[config.mk]
export PLATFORM = sky130hd
export DESIGN_NAME = pong_sound_sequencer
export DESIGN_NICKNAME = d
export VERILOG_FILES = /design/src/rtl/pong_sound_sequencer.sv
export SDC_FILE = /design/constraint.sdc
export NUM_CORES = 1
export LEC_CHECK = 0
export CAP_MARGIN = 20
export CELL_PAD_IN_SITES_DETAIL_PLACEMENT = 1
export CELL_PAD_IN_SITES_GLOBAL_PLACEMENT = 1
export CORE_ASPECT_RATIO = 0.8
export CORE_MARGIN = 4
export CORE_UTILIZATION = 42
export CTS_CLUSTER_SIZE = 24
export DETAILED_ROUTE_END_ITERATION = 12
export PLACE_DENSITY_LB_ADDON = 0.2
export SYNTH_ARGS = -nofsm -noshare
export SYNTH_HDL_FRONTEND = slang
export SYNTH_SLANG_ARGS = --single-unit
[constraint.sdc]
create_clock -name clk_100MHz -period 2.1 [get_ports clk_100MHz]
set_input_delay 0.21 -clock clk_100MHz [delete_from_list [all_inputs] [get_ports clk_100MHz]]
set_output_delay 0.21 -clock clk_100MHz [all_outputs]
set_load 0.01 [all_outputs]
[src/rtl/pong_sound_sequencer.sv]
// Shares one audio pin among wall, paddle and score events: latched requests, fixed priority, tone then gap.
// Optional SOUND_PREEMPT_EN: a higher-priority pending request restarts PLAY immediately.
module pong_sound_sequencer #(
    parameter int unsigned CLK_HZ      = 100_000_000,
    parameter int unsigned MS_CYCLES   = CLK_HZ / 1000,
    parameter int unsigned HALF_WALL   = 50_000,
    parameter int unsigned HALF_PADDLE = 25_000,
    parameter int unsigned HALF_SCORE  = 100_000,
    parameter int unsigned DUR_WALL    = 30,
    parameter int unsigned DUR_PADDLE  = 50,
    parameter int unsigned DUR_SCORE   = 300,
    parameter int unsigned GAP_MS      = 20
) (
    input  logic       clk_100MHz,
    input  logic       reset_n,
    input  logic       i_req_wall,
    input  logic       i_req_paddle,
    input  logic       i_req_score,
    output logic       o_audio,
    output logic       o_busy,
    output logic [1:0] o_active_id,
    output logic       o_done
);

    function automatic int unsigned max2(input int unsigned a, input int unsigned b);
        return (a > b) ? a : b;
    endfunction

    localparam int unsigned MAXV = max2(max2(max2(MS_CYCLES, HALF_WALL), max2(HALF_PADDLE, HALF_SCORE)),
                                        max2(max2(DUR_WALL, DUR_PADDLE), max2(DUR_SCORE, GAP_MS)));
    localparam int unsigned CW = $clog2(MAXV) + 1;

    typedef logic [CW-1:0] cnt_t;
    typedef enum logic [1:0] {S_IDLE = 2'd0, S_PLAY = 2'd1, S_GAP = 2'd2} state_t;

    localparam cnt_t MS_LAST = cnt_t'(MS_CYCLES - 1);
    localparam cnt_t GAP_LD  = cnt_t'((GAP_MS == 0) ? 1 : GAP_MS);

    function automatic cnt_t half_last(input logic [1:0] id);
        case (id)
            2'd1:    return cnt_t'(HALF_WALL - 1);
            2'd2:    return cnt_t'(HALF_PADDLE - 1);
            2'd3:    return cnt_t'(HALF_SCORE - 1);
            default: return '0;
        endcase
    endfunction

    function automatic cnt_t dur_load(input logic [1:0] id);
        case (id)
            2'd1:    return cnt_t'((DUR_WALL == 0) ? 1 : DUR_WALL);
            2'd2:    return cnt_t'((DUR_PADDLE == 0) ? 1 : DUR_PADDLE);
            2'd3:    return cnt_t'((DUR_SCORE == 0) ? 1 : DUR_SCORE);
            default: return cnt_t'(1);
        endcase
    endfunction

    state_t     state, state_n;
    logic [2:0] pend, pend_n, req, sel_mask;
    cnt_t       half_cnt, half_n, ms_cnt, ms_n, rem_cnt, rem_n;
    logic       audio_n, done_n;
    logic [1:0] active_n, top;
    logic       tick, preempt, do_start;

    // Bit order doubles as priority order: index+1 is the id.
    assign req  = {i_req_score, i_req_paddle, i_req_wall};
    assign top  = pend[2] ? 2'd3 : pend[1] ? 2'd2 : pend[0] ? 2'd1 : 2'd0;
    assign tick = (ms_cnt == MS_LAST);

`ifdef SOUND_PREEMPT_EN
    assign preempt = (state == S_PLAY) && (top > o_active_id);
`else
    assign preempt = 1'b0;
`endif

    assign do_start = ((state == S_IDLE) && (top != 2'd0)) || preempt;

    always_comb begin
        sel_mask = '0;
        case (top)
            2'd1:    sel_mask = 3'b001;
            2'd2:    sel_mask = 3'b010;
            2'd3:    sel_mask = 3'b100;
            default: sel_mask = '0;
        endcase
    end

    always_comb begin
        state_n  = state;
        pend_n   = pend | req;
        half_n   = half_cnt;
        ms_n     = ms_cnt;
        rem_n    = rem_cnt;
        audio_n  = o_audio;
        active_n = o_active_id;
        done_n   = 1'b0;

        if (do_start) begin
            // A request arriving on the selection edge keeps the bit set, so the tone replays.
            pend_n   = (pend & ~sel_mask) | req;
            state_n  = S_PLAY;
            half_n   = '0;
            ms_n     = '0;
            rem_n    = dur_load(top);
            audio_n  = 1'b1;
            active_n = top;
        end else begin
            case (state)
                S_PLAY: begin
                    ms_n = tick ? '0 : ms_cnt + cnt_t'(1);
                    if (half_cnt == half_last(o_active_id)) begin
                        half_n  = '0;
                        audio_n = ~o_audio;
                    end else begin
                        half_n = half_cnt + cnt_t'(1);
                    end
                    if (tick) begin
                        if (rem_cnt == cnt_t'(1)) begin
                            state_n  = S_GAP;
                            audio_n  = 1'b0;
                            done_n   = 1'b1;
                            active_n = 2'd0;
                            half_n   = '0;
                            rem_n    = GAP_LD;
                        end else begin
                            rem_n = rem_cnt - cnt_t'(1);
                        end
                    end
                end
                S_GAP: begin
                    ms_n = tick ? '0 : ms_cnt + cnt_t'(1);
                    if (tick) begin
                        if (rem_cnt == cnt_t'(1)) begin
                            state_n = S_IDLE;
                            rem_n   = '0;
                        end else begin
                            rem_n = rem_cnt - cnt_t'(1);
                        end
                    end
                end
                S_IDLE: ;
                default: state_n = S_IDLE;
            endcase
        end
    end

    always_ff @(posedge clk_100MHz) begin
        if (!reset_n) begin
            state       <= S_IDLE;
            pend        <= '0;
            half_cnt    <= '0;
            ms_cnt      <= '0;
            rem_cnt     <= '0;
            o_audio     <= 1'b0;
            o_busy      <= 1'b0;
            o_active_id <= 2'd0;
            o_done      <= 1'b0;
        end else begin
            state       <= state_n;
            pend        <= pend_n;
            half_cnt    <= half_n;
            ms_cnt      <= ms_n;
            rem_cnt     <= rem_n;
            o_audio     <= audio_n;
            o_busy      <= (state_n != S_IDLE);
            o_active_id <= active_n;
            o_done      <= done_n;
        end
    end

endmodule
Word level (Yosys, flattened, before mapping)
Index checks and enable logic that the tools add are counted.
{"block": "word_totals", "reg_bits": 64, "inputBits": 5, "output_inout_bits": 5, "word_cells": 81}
{"block": "op_classes", "add_sub_neg": 3, "n_eq_ne": 13, "mux": 35, "bitwise": 8, "reduce_logical": 13}
{"cell": "$mux 18", "n": 11}
{"cell": "$pmux 17 s3", "n": 1}
{"cell": "$add 18x1->18 const B", "n": 2}
{"cell": "$pmux 18 s2", "n": 1}
{"cell": "$pmux 9 s3", "n": 1}
{"cell": "$mux 2", "n": 11}
{"cell": "$eq 18x1->1 const B", "n": 1}
{"cell": "$eq 18x17->1 const B", "n": 1}
{"cell": "$eq 18x18->1", "n": 1}
{"cell": "$sub 18x1->18 const B", "n": 1}
{"cell": "$eq 2x2->1 const B", "n": 5}
{"cell": "$reduce_bool 2->1", "n": 5}
{"cell": "$pmux 3 s3", "n": 1}
{"cell": "$mux 1", "n": 7}
{"cell": "$eq 2x1->1 const B", "n": 3}
{"cell": "$ne 3x3->1 const B", "n": 2}
{"cell": "$or 3x3->3", "n": 2}
{"cell": "$pmux 2 s3", "n": 1}
{"cell": "$reduce_and 3->1", "n": 2}
{"cell": "$not 1->1", "n": 4}
{"cell": "$reduce_or 2->1", "n": 2}
{"cell": "$reduce_or 4->1", "n": 1}
{"cell": "$and 3x3->3", "n": 1}
{"cell": "$mux 3", "n": 1}
{"cell": "4 further kinds", "n": 4}

Logic depth before layout (Yosys ltp)
Gate-level depths: netlist of run 1.
{"block": "depth", "ltp_word": 12, "depth_mapped": 11, "ltp_nobuf": 9}

Least setup slack after synthesis of run 1
No wires, ideal clock.
{"block": "synth_timing", "path_type": "reg-to-reg", "start": "reg o_active_id[1]", "end": "reg half_cnt[13]", "setup_time_ps": 120, "arrival_ps": 2126, "t_required_ps": 1980, "path_slack_ps": -146, "path_stages_with_launch": 9, "path_buffers": 1, "synth_period_minus_slack_ps": 2246, "path_cell_list": "dfxtp_1 > inv_1 > ha_1 > or3_1 > a2111oi_4 > or3_4 > buf_6 > nor3_1 > a211o_1"}
{"block": "synth_between", "elab_chain_cells": 8, "elab_cells_between_ends": 10, "cone_classes": "eq/ne (4); mux (6)"}
{"element": "start, declared", "line_no": "21", "rtl": "output logic [1:0] o_active_id,"}
{"element": "start signal, assigned", "line_no": "165", "rtl": "o_active_id <= active_n;"}
{"element": "$eq 2x2->1 / $eq 2x1->1 (equally long branches)", "line_no": "40", "rtl": "case (id)"}
{"element": "$pmux 17 s3 (*)", "line_no": "40"}
{"element": "$mux 18 (*)", "line_no": "107", "rtl": "case (state)"}
{"element": "$mux 18 (*)", "line_no": "97", "rtl": "if (do_start) begin"}
{"element": "$eq 18x18->1 (*)", "line_no": "110", "rtl": "if (half_cnt == half_last(o_active_id)) begin"}
{"element": "$mux 18 (*)", "line_no": "110"}
{"element": "$mux 18", "line_no": "117", "rtl": "if (rem_cnt == cnt_t'(1)) begin"}
{"element": "$mux 18 (*)", "line_no": "116", "rtl": "if (tick) begin"}
{"element": "end signal, assigned", "line_no": "160", "rtl": "half_cnt <= half_n;"}
{"element": "end, declared", "line_no": "59", "rtl": "cnt_t half_cnt, half_n, ms_cnt, ms_n, rem_cnt, rem_n;"}
Every way passes the cells marked *; elsewhere a longest branch is shown, timed or not. The select of a mux whose other input is x is not followed.
A chain may end at the register's enable or synchronous reset.

Final worst setup path of run 1
{"block": "layout_timing", "start": "reg o_active_id[0]", "end": "reg half_cnt[13]"}
The elaborated chain is that of the path after synthesis.

==> impl_metrics.csv, run 1 <==
group,metric,value,unit
power,powerDensity,804,nW/um^2
power,p_total,3.74,mW
placement,hpwl,7470,um
synthesis,synth.area.top_cells,"dfxtp_1 (36%), ha_1 (6.0%), nor2_1 (5.0%)",
sta,fmax,472,MHz
power,vdd_drop_max,0.518,mV
sta,layout_setup_ws,-20.6,ps
sta,hold_violations,0,
global_routing,grt_overflow,0,
layout,nets,517,
floorplan,die-width,111,um
sta,rsz0062_at_grt,"yes",
synthesis,synth_warnings,0,
sta,relSlewSlack,0.673,
global_routing,grt_max_degree,19,
sta,clock_skew,10.3,ps
clock_tree,numCtsBuffers,9,
sta,finalSetupViolCount,1,
run_status,status,"finished, violations left",
critical_path,crit_required,2340,ps
run,maxCapViolations,0,
layout,multi_input_area,2400,sq um
critical_path,cp_max_fo,6,
sta,fin_crit_sh,1.01,
clock_tree,clkLatencyLatePin,360,ps
global_routing,grt_pass1_wl,17400,um
layout,drive_gt1_frac,0.266,
critical_path,worstSetupPathDepth,7,
layout,seqCellArea,1290,sq um
critical_path,cpPeakStageDelay,460,ps
power,p_leak,1.76,nW
synthesis,syn-cell-area,3540,sq um
min_path,holdPathStages,2,
critical_path,setup.worst_path.start_class,"flip-flop",
synthesis,syn_nets,452,
run_status,violations,"setup timing",
synthesis,synth-seq-area-share,0.361,
clock_tree,cts_tree,"yes",
sta,fin_tns_setup,-20.6,ps
global_routing,antenna_found_initial,0,
synthesis,synthCells,430,
synthesis,yosysTopAreaCellShare,0.361,
synthesis,ys_types,52,
route,drt-total-wl,10900,um
layout,final_cell_area,4650,sq um
synthesis,synth_area_per_cell,8.24,sq um
route,vias_per_cell,5.73,
placement,place_congestion,0.844,
floorplan,placementRows,29,
global_routing,grt_use_total,0.216,
min_path,holdCritPathClass,"input port to flip-flop",
critical_path,crit_arrival,2360,ps
clock_tree,postCtsHoldBufs,0,
synthesis,ys.flop_type,"dfxtp_1",
placement,portBuffers,9,
synthesis,synth_edf_count,0,
sta,slew_violations,0,
clock_tree,clkTransAtPathRegs,60,ps
layout,final_cell_mix,"dfxtp_1 (61), buf_4 (56), nor2_1 (44), nand2_1 (43), nand3_1 (20)",
synthesis,synth_area_leader_cell,"dfxtp_1",
placement,placed_cell_area,4150,sq um
route,vias,3483,
route,drc,0,
critical_path,critPathCaptureType,"flip-flop",
layout,n_antenna_cell,0,
synthesis,ys_ff_latch,64,
critical_path,path_buf_inv,1,
critical_path,crit_slowest_cell,"a2111oi_4",
sta,worst_pin_slew,485,ps
sta,final.min_clock_period,2120,ps
synthesis,async_flop_share,0,
route,routedWlPerCell,17.9,um
clock_tree,cts_root_buf,"clkbuf_8",
layout,layout_commonest_cell,"dfxtp_1",
route,ant_nets,0,
floorplan,io_pins,10,
critical_path,r2r_slack,-20,ps
clock_tree,cts_sinks,64,
floorplan,die_area,9980,sq um
clock_tree,cts_buffer_depth,2,
floorplan,core,8060,sq um
clock_tree,htree_levels,3,
route,drtIter0Drc,145,
floorplan,die_y,90.2,um
floorplan,initial_utilization,0.440,
critical_path,path_cells,"inv_4 > ha_4 > or3_4 > a2111oi_4 > nor3_4 > and3_1 > a211o_1",
critical_path,crit_type,"flip-flop to flip-flop",
critical_path,reg2regPathDepth,7,
route,firstDrtPassIters,4,
layout,fillers,944,
layout,area_growth,31.1,%
global_routing,grt_pass1_vias,3438,
critical_path,critPathTopFamily,"compound AO/OA/AOI/OAI gates",
synth_stat cells (2+ instances only):
cell type / count
and4_1: 3
nor4b_1: 4
and2_1: 3
nand3_1: 22
nor2_1: 47
a21o_1: 3
inv_1: 13
o21a_1: 6
nor4_1: 7
nand2_1: 46
nand3b_1: 5
buf_2: 4
o211ai_1: 3
ha_1: 17
o21ai_0: 18
nor4_4: 2
a22o_1: 3
o21ai_1: 3
o2bb2ai_1: 2
a21oi_1: 19
nand4_1: 16
xor2_1: 15
nor3_1: 16
xnor2_1: 16
or3_1: 9
nor2b_1: 5
dfxtp_1: 64
nand2b_1: 4
nor3b_1: 4
mux2i_1: 2
clkbuf_1: 12
and3_1: 11
o311ai_1: 4
o22ai_1: 4
registers in the layout (all words and copies together) (netlist names):
register,cells
half_cnt,18
ms_cnt,18
o_active_id,2
o_audio,1
o_busy,1
o_done,1
pend,3
rem_cnt,18
state,2
per-stage QoR:
| step | worst slack (ps) | hold slack [ps] | instances | utilization |
|---|---|---|---|---|
| 6_report | -20.6 | 450 | 608 | 0.577 |
| 3_3_place_gp | -17.6 | 470 | 585 | 0.516 |
| 5_1_grt | -140 | 451 | 608 | 0.577 |
| 4_1_cts | -76.6 | 440 | 602 | 0.548 |
| 3_5_place_dp | -58.1 | 477 | 585 | 0.516 |
| 2_1_floorplan | 1.05 | 334 | 430 | - |
path summary, 6_finish.rpt:
path,from,endpoint
setup / recovery,o_active_id[0],half_cnt[13]
hold reg to reg,half_cnt[17],half_cnt[17]
hold / removal,i_req_score,pend[2]
setup reg to reg,o_active_id[0],half_cnt[13]
where the power goes:
group	switching, mW	internal [mW]
Combinational	0.682	0.594
Sequential	0.117	1.31
Clock	0.476	0.562
Total	1.27	2.46
per-layer routing:
layer | part of all wire | global-route usage | vias up
li1 | - | - | 1670
met1 | 0.47 | 0.293 | 1729
met2 | 0.47 | 0.331 | 70
met3 | 0.050 | 0.0564 | 14
met4 | 0.015 | 0.0759 | 0
met5 | 0 | 0 | -
cell families (layout without fill, tap and decap cells):
kind of cell,Yosys count,in the layout,synth area share
xor gates and xnor gates,31,31,0.0766
muxes,2,2,0.00565
buffers and inverters,30,99,0.0353
DFF,64,64,0.361
adders and majority gates,17,17,0.0600
and+or+nand+nor,212,213,0.322
AOI/OAI and AO/OA,74,74,0.139
layout make-up:
type	instances	area share
timing repair buffer	70	0.124
sequential	64	0.278
clock inverter	2	0.00215
inverter	13	0.0116
multi-input combinational	337	0.516
tap	108	0.0291
clock buffer	14	0.0396
what timing repair did:
item	CTS	global route
cloned	0	1
setup endpoints to repair	15	34
pin swaps	6	18
setup buffers	1	6
resized for setup	11	48
No activity file was read; power rests on OpenSTA's default activity.
==> inputs of run 2 (changes only) <==
--- a/config.mk
+++ b/config.mk
@@ -8,11 +8,12 @@
 export CAP_MARGIN = 20
 export CELL_PAD_IN_SITES_DETAIL_PLACEMENT = 1
 export CELL_PAD_IN_SITES_GLOBAL_PLACEMENT = 1
-export CORE_ASPECT_RATIO = 0.8
+export CORE_ASPECT_RATIO = 0.9
 export CORE_MARGIN = 4
 export CORE_UTILIZATION = 42
 export CTS_CLUSTER_SIZE = 24
 export DETAILED_ROUTE_END_ITERATION = 12
+export GPL_ROUTABILITY_DRIVEN = 0
 export PLACE_DENSITY_LB_ADDON = 0.2
 export SYNTH_ARGS = -nofsm -noshare
 export SYNTH_HDL_FRONTEND = slang
==> run 2 against run 1 <==
The run still ends with setup timing left; hold slack improved by 27 ps; first-iteration DRC count rose by 23%; total power rose by 2.9%; maximum frequency fell by 2.0%; wire length fell by 5.1%; combinational power fell by 5%; sequential power barely moved.
==> impl_metrics.csv, run 2 (synthesis results as in run 1) <==
group,metric,value,unit
power,switching_share,0.326,
min_path,holdCritPathClass,"input port to flip-flop",
sta,final.min_clock_period,2160,ps
critical_path,crit_slowest_cell,"a2111oi_4",
power,powerDensity,851,nW/um^2
power,comb_power_share,0.318,
critical_path,cp_max_fo,6,
power,power_frac_seq,0.368,
clock_tree,clkTransAtPathRegs,80,ps
critical_path,crit_required,2330,ps
placement,hpwl,7300,um
floorplan,die_area,9980,sq um
power,p_leak,1.71,nW
critical_path,critPathLaunch,"o_active_id[0]",
critical_path,reg2reg_from,"o_active_id[0]",
global_routing,grt_pass1_vias,3509,
clock_tree,numCtsBuffers,9,
clock_tree,cts_buffer_depth,2,
floorplan,io_pins,10,
global_routing,grt_pass1_wl,17500,um
route,vias_per_cell,5.69,
critical_path,crit_type,"flip-flop to flip-flop",
floorplan,core,8150,sq um
power,p_switching,1.25,mW
floorplan,die_y,95.2,um
placement,portBuffers,9,
critical_path,critPathTopFamily,"compound AO/OA/AOI/OAI gates",
sta,worst_pin_slew,510,ps
clock_tree,cts_root_buf,"clkbuf_8",
sta,fin_crit_sh,1.03,
layout,layout_commonest_cell,"dfxtp_1",
clock_tree,htree_levels,3,
sta,whs,477,ps
global_routing,grt_use_total,0.218,
layout,final_cell_mix,"dfxtp_1 (62), buf_4 (49), nor2_1 (46), nand2_1 (43), nand3_1 (21)",
critical_path,cpPeakStageDelay,500,ps
clock_tree,cts_tree,"yes",
clock_tree,cts_sinks,64,
global_routing,grt_max_degree,19,
route,ant_nets,0,
run_status,status,"finished, violations left",
run,maxCapViolations,0,
sta,clock_skew,12.0,ps
route,vias,3360,
sta,finalSetupViolCount,10,
route,routedWlPerCell,17.5,um
power,vdd_drop_max,0.347,mV
global_routing,grt_overflow,0,
floorplan,initial_utilization,0.435,
critical_path,path_buf_inv,1,
floorplan,placementRows,31,
power,intPower,2.59,mW
layout,largestRegisters,"half_cnt (18), ms_cnt (18), rem_cnt (18)",
floorplan,die-width,105,um
layout,n_antenna_cell,0,
layout,area_growth,27.5,%
sta,relSlewSlack,0.656,
critical_path,critPathCaptureType,"flip-flop",
sta,layout_setup_ws,-63.5,ps
clock_tree,postCtsHoldBufs,0,
global_routing,antenna_found_initial,0,
sta,rsz0062_at_grt,"yes",
run_status,violations,"setup timing",
layout,nets,508,
layout,fillers,979,
critical_path,setup.worst_path.start_class,"flip-flop",
route,drtIter0Drc,178,
power,clockPowerShare,0.314,
route,drt-total-wl,10300,um
min_path,hold_path_startpoint,"i_req_paddle",
sta,hold_violations,0,
clock_tree,clkLatencyLatePin,340,ps
route,firstDrtPassIters,4,
placement,pre_cts_slack,-59.7,ps
critical_path,path_cells,"inv_4 > ha_4 > or3_4 > a2111oi_4 > nor3_4 > and3_1 > a211o_1",
route,drc,0,
critical_path,crit_arrival,2390,ps
sta,fmax,462,MHz
sta,slew_violations,0,
layout,drive_gt1_frac,0.222,
run 2: final timing paths:
| kind | to | slack [ps] | cells past startpoint |
|---|---|---|---|
| setup / recovery | half_cnt[13] | -60 | 7 |
| hold / removal | pend[1] | 480 | 2 |
| setup reg to reg | half_cnt[13] | -60 | 7 |
| hold reg to reg | half_cnt[17] | 480 | 2 |
run 2: final cells by class:
| class | instances | area, sq um | share of cell area |
|---|---|---|---|
| clock buffer | 13 | 159 | 0.0352 |
| tap | 99 | 124 | 0.0274 |
| sequential | 64 | 1290 | 0.285 |
| timing repair buffer | 61 | 500 | 0.111 |
| clock inverter | 3 | 65.1 | 0.0144 |
| multi-input combinational | 337 | 2330 | 0.515 |
| inverter | 13 | 53.8 | 0.0119 |
run 2: metal layers:
metal / vias to the layer above / part of all wire / GRT usage
met1: 1665 / 0.46 / 0.272
met4: 0 / 0.0070 / 0.0448
li1: 1644 / - / -
met5: - / 0 / 0
met2: 45 / 0.51 / 0.391
met3: 6 / 0.031 / 0.0481
run 2: power groups by stage:
stage / Sequential (mW) / Clock (mW) / Combinational, mW
after global placement: 1.43 / 0 / 1.03
after floorplan: 1.42 / 0 / 0.688
after CTS: 1.41 / 1.25 / 1.17
final: 1.41 / 1.21 / 1.22
after detailed placement: 1.44 / 0 / 1.07
after global routing: 1.43 / 1.30 / 1.34
run 2: repair_timing:
item	CTS	global route
setup buffers	1	1
setup endpoints to repair	6	35
pin swaps	14	10
gates cloned	1	0
gates resized for setup	20	16
run 2: stage by stage:
stage                     total power, mW  setup TNS [ps]  utilization  std cells  cell area (sq um)
final                                3.84            -406        0.555        590               4520
after detailed placement             2.51            -193        0.504        571               4110
after global placement               2.46           -58.6        0.504        571               4110
after floorplan                      2.11               0            -        430               3580
after global routing                 4.06           -2160        0.555        590               4520
after CTS                            3.83           -90.2        0.546        589               4450
==> inputs of run 3 (changes only) <==
--- a/config.mk
+++ b/config.mk
@@ -11,6 +11,7 @@
 export CORE_ASPECT_RATIO = 0.9
 export CORE_MARGIN = 4
 export CORE_UTILIZATION = 42
+export CTS_BUF_LIST = sky130_fd_sc_hd__clkbuf_16
 export CTS_CLUSTER_SIZE = 24
 export DETAILED_ROUTE_END_ITERATION = 12
 export GPL_ROUTABILITY_DRIVEN = 0
==> run 3 against run 2 <==
The flow still finishes with violations (setup timing); largest cell class unchanged; first-iteration DRC count is 6.2% lower; cell area is 3.2% higher; die area stayed put; global-route usage is 0.69 points lower; clock power is 29% higher; maximum frequency is 1.4% lower; setup slack worse by 30 ps.
==> impl_metrics.csv, run 3 (synthesis results as in run 1) <==
group,metric,value,unit
run_status,status,"finished, violations left",
run_status,violations,"setup timing",
sta,worst_pin_slew,476,ps
critical_path,critPathCaptureType,"flip-flop",
global_routing,grt_pass1_wl,17100,um
critical_path,crit_type,"flip-flop to flip-flop",
route,drtIter0Drc,167,
sta,relSlewSlack,0.682,
layout,nets,510,
layout,n_antenna_cell,0,
power,power_frac_seq,0.336,
sta,final.min_clock_period,2190,ps
layout,final_cell_mix,"dfxtp_1 (61), buf_4 (49), nor2_1 (46), nand2_1 (43), nand3_1 (21)",
power,clockPowerShare,0.368,
sta,clock_skew,6.42,ps
global_routing,grt_pass1_vias,3493,
route,drc,0,
route,ant_nets,0,
power,powerDensity,908,nW/um^2
route,firstDrtPassIters,4,
floorplan,io_pins,10,
floorplan,die-width,105,um
critical_path,r2r_slack,-90,ps
sta,rsz0062_at_grt,"yes",
clock_tree,clkTransAtPathRegs,60,ps
global_routing,grt_use_total,0.211,
clock_tree,cts_root_buf,"clkbuf_16",
route,routedWlPerCell,18.5,um
clock_tree,cts_tree,"yes",
power,comb_power_share,0.296,
min_path,holdCritPathClass,"flip-flop to flip-flop",
sta,layout_setup_ws,-93.5,ps
route,vias_per_cell,5.76,
power,vdd_drop_max,0.377,mV
floorplan,core,8150,sq um
placement,hpwl,7300,um
min_path,hold_path_startpoint,"half_cnt[17]",
sta,finalSetupViolCount,17,
clock_tree,cts_sinks,64,
route,vias,3411,
power,switching_share,0.318,
sta,fmax,456,MHz
layout,layout_commonest_cell,"dfxtp_1",
power,p_leak,1.77,nW
critical_path,crit_arrival,2410,ps
floorplan,die_y,95.2,um
min_path,holdPathStages,2,
layout,largestRegisters,"half_cnt (18), ms_cnt (18), rem_cnt (18)",
sta,fin_crit_sh,1.04,
critical_path,reg2regPathDepth,7,
layout,drive_gt1_frac,0.229,
global_routing,grt_overflow,0,
min_path,min_to,"half_cnt[17]",
power,intPower,2.89,mW
power,p_switching,1.35,mW
clock_tree,numCtsBuffers,9,
sta,hold_violations,0,
layout,area_growth,31.6,%
critical_path,setup.worst_path.start_class,"flip-flop",
placement,portBuffers,9,
critical_path,rr_endpoint,"half_cnt[13]",
sta,fin_tns_setup,-771,ps
sta,slew_violations,0,
global_routing,grt_max_degree,19,
route,drt-total-wl,11000,um
critical_path,cp_max_fo,6,
clock_tree,htree_levels,3,
critical_path,crit_required,2310,ps
global_routing,antenna_found_initial,0,
critical_path,reg2reg_from,"o_active_id[0]",
clock_tree,cts_buffer_depth,2,
floorplan,die_area,9980,sq um
layout,final_core_util,0.573,
floorplan,initial_utilization,0.435,
layout,fillers,960,
floorplan,placementRows,31,
run,maxCapViolations,0,
clock_tree,clkLatencyLatePin,330,ps
run 3: changes by cell type in the layout (fill, tap and decap cells not counted), sizes merged:
cell    change
buf         +2
clkbuf      -4
clkinv      +2
inv         +2
run 3: cell type report:
| cell class | count | area [sq um] | area share |
|---|---|---|---|
| multi-input cells | 337 | 2370 | 0.508 |
| well taps | 99 | 124 | 0.0266 |
| flip-flops and latches | 64 | 1290 | 0.277 |
| clock inverters | 7 | 80.1 | 0.0172 |
| clock buffers | 9 | 225 | 0.0483 |
| repair buffers | 63 | 523 | 0.112 |
| inverters | 13 | 53.8 | 0.0115 |
run 3: how the worst max path moves through the flow:
stage	endpoint	slack, ps	start	cells after the start
final	half_cnt[13]	-90	o_active_id[0]	7
after global routing	half_cnt[13]	-180	o_active_id[0]	7
after CTS	half_cnt[13]	-30	o_active_id[0]	7
after detailed placement	half_cnt[11]	-60	o_active_id[0]	8
after global placement	half_cnt[11]	-20	o_active_id[0]	8
after floorplan	half_cnt[13]	1	o_active_id[1]	9
run 3: through the flow:
step           hold WS, ps  std cells  power [mW]  setup WS (ps)  area (sq um)
6_report               480        592        4.24          -93.5          4660
5_1_grt                496        592        4.44           -176          4660
4_1_cts                483        590        4.11          -26.8          4470
3_5_place_dp           477        571        2.51          -59.7          4110
3_3_place_gp           469        571        2.46          -22.0          4110
2_1_floorplan          334        430        2.11           1.05          3580
run 3: routing by layer:
metal	part of all wire	wire length [um]	track usage	up-vias
met3	0.027	298	0.0454	14
li1	-	-	-	1649
met4	0.012	129	0.0459	0
met2	0.51	5570	0.377	45
met5	0	0	0	-
met1	0.45	4960	0.265	1703
run 3: timing repair:
item,in CTS,in global routing
gates cloned,0,1
hold buffers,0,0
buffers inserted,3,1
setup endpoints to repair,7,37
resized for setup,5,42
pin swaps,4,23
run 3: power by group through the flow:
stage | Sequential, mW | Clock (mW) | Combinational, mW
final | 1.42 | 1.56 | 1.25
after global routing | 1.43 | 1.64 | 1.36
after CTS | 1.41 | 1.58 | 1.11
after detailed placement | 1.44 | 0 | 1.07
after global placement | 1.43 | 0 | 1.03
after floorplan | 1.42 | 0 | 0.688
run 3: critical path: stages (launching register included):
cell,delay [ps]
dfxtp_4,410
inv_4,50
ha_4,170
or3_4,390
a2111oi_4,480
nor3_4,130
and3_1,170
a211o_1,260
